==> src/rtl/fetch_pkg.sv <==
// Shared definitions for the instruction fetch unit: FSM state
// encoding, the bubble word and the sequential PC increment.
package fetch_pkg;

    typedef enum logic [1:0] {
        BOOT = 2'd0,
        RUN  = 2'd1,
        HOLD = 2'd2
    } fetch_state_t;

    localparam logic [31:0] NOP_WORD = 32'h0000_0000;
    localparam int unsigned PC_INCR  = 4;

endpackage

==> src/rtl/program_counter.sv <==
// PC register with asynchronous active-high reset and a load enable.
// Ports: Clk, Reset, load, next_pc -> pc.
module program_counter
#(
    parameter int          PC_WIDTH = 32,
    parameter logic [31:0] RESET_PC = 32'h0000_0000
)
(
    input  logic                Clk,
    input  logic                Reset,
    input  logic                load,
    input  logic [PC_WIDTH-1:0] next_pc,
    output logic [PC_WIDTH-1:0] pc
);

    always_ff @(posedge Clk or posedge Reset) begin
        if (Reset) begin
            pc <= PC_WIDTH'(RESET_PC);
        end else if (load) begin
            pc <= next_pc;
        end
    end

endmodule

==> src/rtl/instruction_fetch_unit.sv <==
// Fetch stage: next-PC selection, BOOT/RUN/HOLD FSM and IF/ID register.
// Ports: Clk, Reset, Stall, BranchTaken/BranchTarget, Jump/JumpTarget,
//   Address -> imem, Instruction <- imem, IFID_Instruction/PCPlus4/Valid.
// Optional macro FETCH_PERF_CNT_EN adds FetchCount and StallCount.
module instruction_fetch_unit
    import fetch_pkg::*;
#(
    parameter logic [31:0] RESET_PC = 32'h0000_0000,
    parameter int          PC_WIDTH = 32
)
(
    input  logic                Clk,
    input  logic                Reset,
    input  logic                Stall,
    input  logic                BranchTaken,
    input  logic [PC_WIDTH-1:0] BranchTarget,
    input  logic                Jump,
    input  logic [PC_WIDTH-1:0] JumpTarget,
    output logic [PC_WIDTH-1:0] Address,
    input  logic [31:0]         Instruction,
    output logic [31:0]         IFID_Instruction,
    output logic [PC_WIDTH-1:0] IFID_PCPlus4,
    output logic                IFID_Valid
`ifdef FETCH_PERF_CNT_EN
    ,
    output logic [31:0]         FetchCount,
    output logic [31:0]         StallCount
`endif
);

    fetch_state_t        state;
    logic [PC_WIDTH-1:0] pc;
    logic [PC_WIDTH-1:0] seq_pc;
    logic [PC_WIDTH-1:0] next_pc;
    logic                active;
    logic                take_br;
    logic                take_jmp;
    logic                do_fetch;
    logic                pc_load;

    // Wraps modulo 2^PC_WIDTH by plain truncation.
    assign seq_pc  = pc + PC_WIDTH'(PC_INCR);
    assign Address = pc;

    // BOOT spends one cycle presenting RESET_PC; nothing is taken then.
    assign active   = (state != BOOT);
    assign take_br  = active & BranchTaken;
    assign take_jmp = active & ~BranchTaken & Jump;
    assign do_fetch = active & ~BranchTaken & ~Jump & ~Stall;
    assign pc_load  = take_br | take_jmp | do_fetch;

    always_comb begin
        next_pc = seq_pc;
        unique case (1'b1)
            take_br:  next_pc = BranchTarget;
            take_jmp: next_pc = JumpTarget;
            default:  next_pc = seq_pc;
        endcase
    end

    program_counter #(
        .PC_WIDTH (PC_WIDTH),
        .RESET_PC (RESET_PC)
    ) u_pc (
        .Clk     (Clk),
        .Reset   (Reset),
        .load    (pc_load),
        .next_pc (next_pc),
        .pc      (pc)
    );

    always_ff @(posedge Clk or posedge Reset) begin
        if (Reset) begin
            state            <= BOOT;
            IFID_Instruction <= NOP_WORD;
            IFID_PCPlus4     <= '0;
            IFID_Valid       <= 1'b0;
        end else begin
            unique case (state)
                BOOT: begin
                    state <= RUN;
                end
                RUN, HOLD: begin
                    if (BranchTaken || Jump) begin
                        // Redirect squashes IF/ID even when stalled.
                        state            <= RUN;
                        IFID_Instruction <= NOP_WORD;
                        IFID_PCPlus4     <= '0;
                        IFID_Valid       <= 1'b0;
                    end else if (Stall) begin
                        state <= HOLD;
                    end else begin
                        state            <= RUN;
                        IFID_Instruction <= Instruction;
                        IFID_PCPlus4     <= seq_pc;
                        IFID_Valid       <= 1'b1;
                    end
                end
                default: begin
                    state <= BOOT;
                end
            endcase
        end
    end

`ifdef FETCH_PERF_CNT_EN
    always_ff @(posedge Clk or posedge Reset) begin
        if (Reset) begin
            FetchCount <= '0;
            StallCount <= '0;
        end else begin
            if (do_fetch) begin
                FetchCount <= FetchCount + 32'd1;
            end
            if (state == HOLD) begin
                StallCount <= StallCount + 32'd1;
            end
        end
    end
`endif

endmodule

==> config.mk <==
export PLATFORM = sky130hd
export DESIGN_NAME = instruction_fetch_unit
export DESIGN_NICKNAME = d
export VERILOG_FILES = /design/src/rtl/fetch_pkg.sv /design/src/rtl/program_counter.sv /design/src/rtl/instruction_fetch_unit.sv
export SDC_FILE = /design/constraint.sdc
export NUM_CORES = 1
export LEC_CHECK = 0
export ABC_CLOCK_PERIOD_IN_PS = 2850
export CORE_MARGIN = 2
export CORE_UTILIZATION = 45
export CTS_CLUSTER_DIAMETER = 120
export DETAILED_ROUTE_END_ITERATION = 8
export PLACE_DENSITY = 0.79
export SLEW_MARGIN = 5
export SYNTH_ARGS = -nofsm -noshare
export SYNTH_HDL_FRONTEND = slang
export SYNTH_HIERARCHICAL = 1
export SYNTH_SLANG_ARGS = --single-unit
==> constraint.sdc <==
create_clock -name Clk -period 2.85 [get_ports Clk]
set_input_delay 0.285 -clock Clk [delete_from_list [all_inputs] [get_ports Clk]]
set_output_delay 0.285 -clock Clk [all_outputs]
set_load 0.05 [all_outputs]
Word level (Yosys, flattened, before mapping) --
Index checks and enable logic that the tools add are counted. W data, S select, Z words.
Storage, ports and cells: word-level logic and storage cells 34, flip-flop bits (word level) 99, bits of input ports 101
Operators by class: mux-type cells 10, $add $sub $neg 1, equal/unequal tests 3, bitwise operators 10, reductions and logical operators 5
Operator list (number):
- $mux W32 | 4
- $pmux W32 S2 | 1
- $add A32 B3 Y32 const B | 1
- $and A1 B1 Y1 | 5
- $mux W2 | 2
- $pmux W2 S2 | 1
- $not A1 Y1 | 3
- $eq A2 B1 Y1 const B | 1
- $eq A2 B2 Y1 const B | 1
- $logic_not A2 Y1 | 1
- $mux W1 | 2
- $ne A2 B1 Y1 const B | 1
- $or A1 B1 Y1 | 2
- $reduce_and A2 Y1 | 1
- $reduce_bool A2 Y1 | 1
- $reduce_or A2 Y1 | 1
- $logic_or A1 B1 Y1 | 1

Depth between registers and ports, before layout --
word-level depth 5, depth in mapped cells 9, depth with buffers taken out 7

Cells and area by module --
Netlist, hierarchy kept.
By module, submodules not included:
- instruction_fetch_unit | times used 1, cells an instance 431, area an instance 3911.3 um^2
- program_counter | times used 1, cells an instance 69, area an instance 1348.8 um^2

Least setup slack after synthesis --
No wires, ideal clock.
path kind reg2reg, start register u_pc.pc[2], end register u_pc.pc[20], cell stages (with the launch flop) 8, data arrival time 2.576 ns, path slack 0.207 ns, buffers on the path 1, clock period less this slack 2.643 ns, cell sequence dfrtp_1 ha_1 nand3_1 or4_1 clkbuf_2 or4_1 o211ai_1 mux2_4
Between the ends: cells in the longest elaborated chain, start to end 2
RTL lines:
- start, declared | line program_counter.sv:13 | output logic [PC_WIDTH-1:0] pc
- start signal, assigned | line program_counter.sv:18 | pc <= PC_WIDTH'(RESET_PC);
- start signal, assigned | line program_counter.sv:20 | pc <= next_pc;
- $add A32 B3 Y32 | line instruction_fetch_unit.sv:42 | assign seq_pc = pc + PC_WIDTH'(PC_INCR);
- $pmux W32 S2 | line instruction_fetch_unit.sv:54 | unique case (1'b1)
- net next_pc[20] | line instruction_fetch_unit.sv:34 | logic [PC_WIDTH-1:0] next_pc;
The timed path passes the listed nets, and every way through them passes these cells. A chain may end at the register's enable or synchronous reset.

Worst setup path after layout --
start register u_pc.pc[2], end register u_pc.pc[26]
The elaborated chain is that of the path after synthesis.

==> summary.md <==
| Metric | Value |
|---|---|
| Outcome | `completed` |
| Gpl congestion | `~0.85` |
| Setup_tns | `0 ps` |
| EDFF count, synth | `0` |
| DIE AREA | `approximately 0.013 mm2` |
| Initial DRC count | `between 300 and 400` |
| Minimum clock period | `around 2600 ps` |
| Startpoint Class | `register` |
| Share of cells above drive strength 1 | `0.122` |
| Final Max Tran Viols | `0` |
| Post-Synth Simple-Gate Area | `0.142` |
| # diodes | `0` |
| Hold Path Class | `in -> async` |
| Final nets | `slightly below 800` |
| Compound-Gate Fraction of Synth Area | `0.217` |
| Sw Pwr | `around 3800 uW` |
| Mux share of post-synthesis cell area | `0.0899` |
| # fillers | `864` |
| Die X | `between 100 and 150 um` |
| Pwr dens | `around 1100 mW/mm2` |
| FF+latch count, synth | `between 90 and 100` |
| Sink Count | `between 90 and 100` |
| R2R depth | `6` |
| CTS tree | `built` |
| Final WL | `17400 um` |
| Finished Cell Area | `roughly 0.0077 mm2` |
| Ys async rst share | `1.00` |
| Switching Fraction | `0.466` |
| DR top layer | `met4` |
| Clk_skew | `between 8 and 9 ps` |
| R2R Setup Slk | `~280 ps` |
| Clock buffer depth | `2` |
| CTS H-tree depth | `3` |
| Post-Syn Instances | `500` |
| RSZ-0062 raised after global routing | `no` |
| Routed vias/inst | `about 6.1` |
| Pre-CTS setup slack | `about 320 ps` |
| Wire length on met2 | `about 8500 um` |
| Die Span Y | `112 um` |
| Synthesized-area fraction occupied by adder cells | `0.00714` |
| WL per Instance | `20.8 um` |
| Global route overflow | `0` |
| Detail Route Antenna Nets | `0` |
| Post-DP HPWL | `~12000 um` |
| Vias in the first global route | `slightly above 5000` |
| Main combinational cell family by area after synthesis | `compound AO/OA/AOI/OAI gates` |
| Hold Buf Count CTS | `0` |
| Worst setup EP type | `register` |
| Clk_lat worst skew | `~340 ps` |
| Final hold violation count | `0` |
| Worst Path Max Fanout | `9` |
| Starting Density | `0.461` |
| Fin crit share | `0.902` |
| Sequential area share after synthesis | `0.471` |
| Reg area | `0.00248 mm2` |
| Worst setup path startpoint | `u_pc/pc[2]` |
| Post-Syn Area | `0.00526 mm2` |
| Post-cts sizing count | `0` |
| Total GRT Usage | `0.272` |
| # Post-CTS Setup Buffers | `0` |
| PnR worst setup slack | `roughly 280 ps` |
| VDD IR max | `about 0.00054 V` |
| Row Count | `39` |
| Drt pass-1 iters | `5` |
| Comb pwr share | `0.553` |
| Residual DRC | `0` |
| First-pass GRT wire length | `approximately 27000 um` |
| Worst setup path endpoint | `u_pc/pc[26]` |
| Area grow syn2layout | `47.0%` |
| Synth Net Count | `about 600` |
| Worst-path clk slew | `around 70 ps` |
| Post-synthesis xor/xnor area fraction | `0.0233` |
| Syn avg cell area | `between 10 and 15 um2` |
| Kind of critical path | `reg -> reg` |
| Met3 wire length | `about 1300 um` |
| IO buf count | `between 150 and 200` |
| Max Cap Violations | `0` |
| LEAKAGE | `between 0.003 and 0.004 uW` |
| Yosys Warn Count | `6` |
| Internal Power | `between 4000 and 5000 uW` |
| Worst Tran Pin Value | `~1100 ps` |
| Most common flop cell mapped by yosys | `dfrtp_1` |
| DR vias | `5103` |
| Root Driver | `clkbuf_16` |
| Core area | `roughly 0.011 mm2` |
| # setup viols final | `0` |
| Distinct cells, synth | `54` |
| Relative slew slack | `0.241` |
| Post-DP Area | `0.00741 mm2` |
| WP data required | `3080 ps` |
| R2r endpoint | `u_pc/pc[26]` |
| Fmax | `389 MHz` |
| Clock share of power | `0.158` |
| Core Util, Final | `0.677` |
| DRT met1 WL | `just over 7000 um` |
| Largest net degree at the start of global routing | `around 50` |
| Critical Path AT | `between 2000 and 3000 ps` |
| Top Ports | `198` |
| Initial antenna violation count | `0` |
| Sequential share of power | `0.289` |
| Reg2reg start | `u_pc/pc[2]` |
| Area of the multi-input gates | `roughly 0.0025 mm2` |
| CTS Buf Count | `9` |
## critical path: stages, from the launching register on
cell,delay (ps)
dfrtp_1,460
ha_1,280
nand3_1,230
or4_1,710
nor3_1,350
o221ai_1,160
mux2_4,270
## layout make-up
cell class | count | area share
inverter | 8 | 0.00388
tap | 143 | 0.0231
sequential | 99 | 0.320
timing repair buffer | 223 | 0.282
clock buffer | 13 | 0.0363
clock inverter | 3 | 0.00566
multi-input combinational | 349 | 0.329
## layout by cell type (no fill, tap or decap), types with 3 or more instances in the layout
| cell type | Yosys | routed |
|---|---|---|
| or4_1 | 8 | 8 |
| a22o_1 | 36 | 36 |
| a21oi_1 | 10 | 9 |
| o22ai_1 | 18 | 18 |
| o311a_1 | 3 | 3 |
| nor2_1 | 25 | 25 |
| o221ai_1 | 7 | 7 |
| clkbuf_8 | 0 | 4 |
| nor3_1 | 9 | 9 |
| dfrtp_1 | 99 | 99 |
| nand3_1 | 18 | 18 |
| and2_1 | 4 | 4 |
| nor4_1 | 8 | 8 |
| o21ai_0 | 18 | 18 |
| a31oi_1 | 3 | 3 |
| nand2_1 | 51 | 51 |
| o211ai_1 | 8 | 8 |
| inv_1 | 7 | 6 |
| nand4_1 | 8 | 8 |
| buf_4 | 0 | 25 |
| clkbuf_16 | 0 | 9 |
| and3_1 | 3 | 3 |
| mux2_4 | 30 | 30 |
| ha_1 | 3 | 3 |
| xnor2_1 | 12 | 12 |
| clkdlybuf4s50_1 | 0 | 197 |
| a22oi_1 | 27 | 27 |
| a221o_1 | 10 | 10 |
## power groups by stage
stage	Clock (uW)	Combinational, uW	Sequential, uW
floorplan	0	1740	3560
finish	1290	4490	2350
detailed placement	0	4440	2350
CTS	1300	4480	2330
global route	1370	4680	2410
global placement	0	4360	2320
## how the worst min path moves through the flow
stage / endpoint / slack [ps] / from
after floorplan: u_pc/pc[0] / 400 / Reset
after global placement: IFID_PCPlus4[4] / 460 / IFID_PCPlus4[4]
after detailed placement: IFID_PCPlus4[12] / 470 / IFID_PCPlus4[12]
after CTS: IFID_Instruction[13] / 380 / Reset
after global routing: IFID_Instruction[18] / 430 / Reset
final: IFID_Instruction[25] / 370 / Reset
## kinds of logic (layout without fill, tap and decap cells)
family | after synthesis | count (layout)
compound gates | 152 | 152
simple gates | 148 | 148
flops | 99 | 99
buf+inv | 52 | 247
mux | 32 | 32
xor+xnor | 14 | 14
fa+ha+maj | 3 | 3
## synth_stat cells, types with 2 or more instances
| cell | number | area [um2] |
|---|---|---|
| and2_1 | 4 | 25.0 |
| xnor2_1 | 12 | 105 |
| o221ai_1 | 7 | 61.3 |
| nor2b_1 | 2 | 12.5 |
| buf_6 | 2 | 22.5 |
| or4_1 | 8 | 60.1 |
| a31oi_1 | 3 | 18.8 |
| a221o_1 | 10 | 100 |
| buf_2 | 2 | 10.0 |
| or3_1 | 2 | 12.5 |
| clkbuf_1 | 31 | 116 |
| buf_12 | 3 | 60.1 |
| and4_1 | 2 | 17.5 |
| nand4_1 | 8 | 50.1 |
| o21ai_0 | 18 | 90.1 |
| nor4_1 | 8 | 50.1 |
| mux2_4 | 30 | 450 |
| mux2_2 | 2 | 22.5 |
| ha_1 | 3 | 37.5 |
| nor3_1 | 9 | 45.0 |
| buf_1 | 5 | 18.8 |
| inv_1 | 7 | 26.3 |
| xor2_1 | 2 | 17.5 |
| nor2_1 | 25 | 93.8 |
| o211ai_1 | 8 | 60.1 |
| a32oi_1 | 2 | 17.5 |
| a22o_1 | 36 | 315 |
| o22ai_1 | 18 | 113 |
| dfrtp_1 | 99 | 2480 |
| o311a_1 | 3 | 30.0 |
| a22oi_1 | 27 | 203 |
| nand3_1 | 18 | 90.1 |
| nand2_1 | 51 | 191 |
| a21oi_1 | 10 | 50.1 |
| a211oi_1 | 2 | 15.0 |
| and3_1 | 3 | 18.8 |
## sequential cells by signal, summed over array words and instances (netlist names)
signal and flops:
IFID_Instruction 32, IFID_PCPlus4 32, u_pc/pc 32, state 2
IFID_Valid 1
## per-layer routing
layer | up-vias | GRT usage
met4 | 0 | 0.0894
met5 | - | 0
li1 | 2286 | -
met2 | 288 | 0.461
met3 | 41 | 0.0583
met1 | 2488 | 0.350
## per-stage QoR
stage / total power [uW] / std cells / hold slack [ps]
3_3_place_gp: 6690 / 822 / 464
2_1_floorplan: 5300 / 500 / 401
6_report: 8120 / 838 / 368
3_5_place_dp: 6790 / 822 / 472
4_1_cts: 8110 / 838 / 379
5_1_grt: 8460 / 838 / 428
No activity file was read; power rests on OpenSTA's default activity.
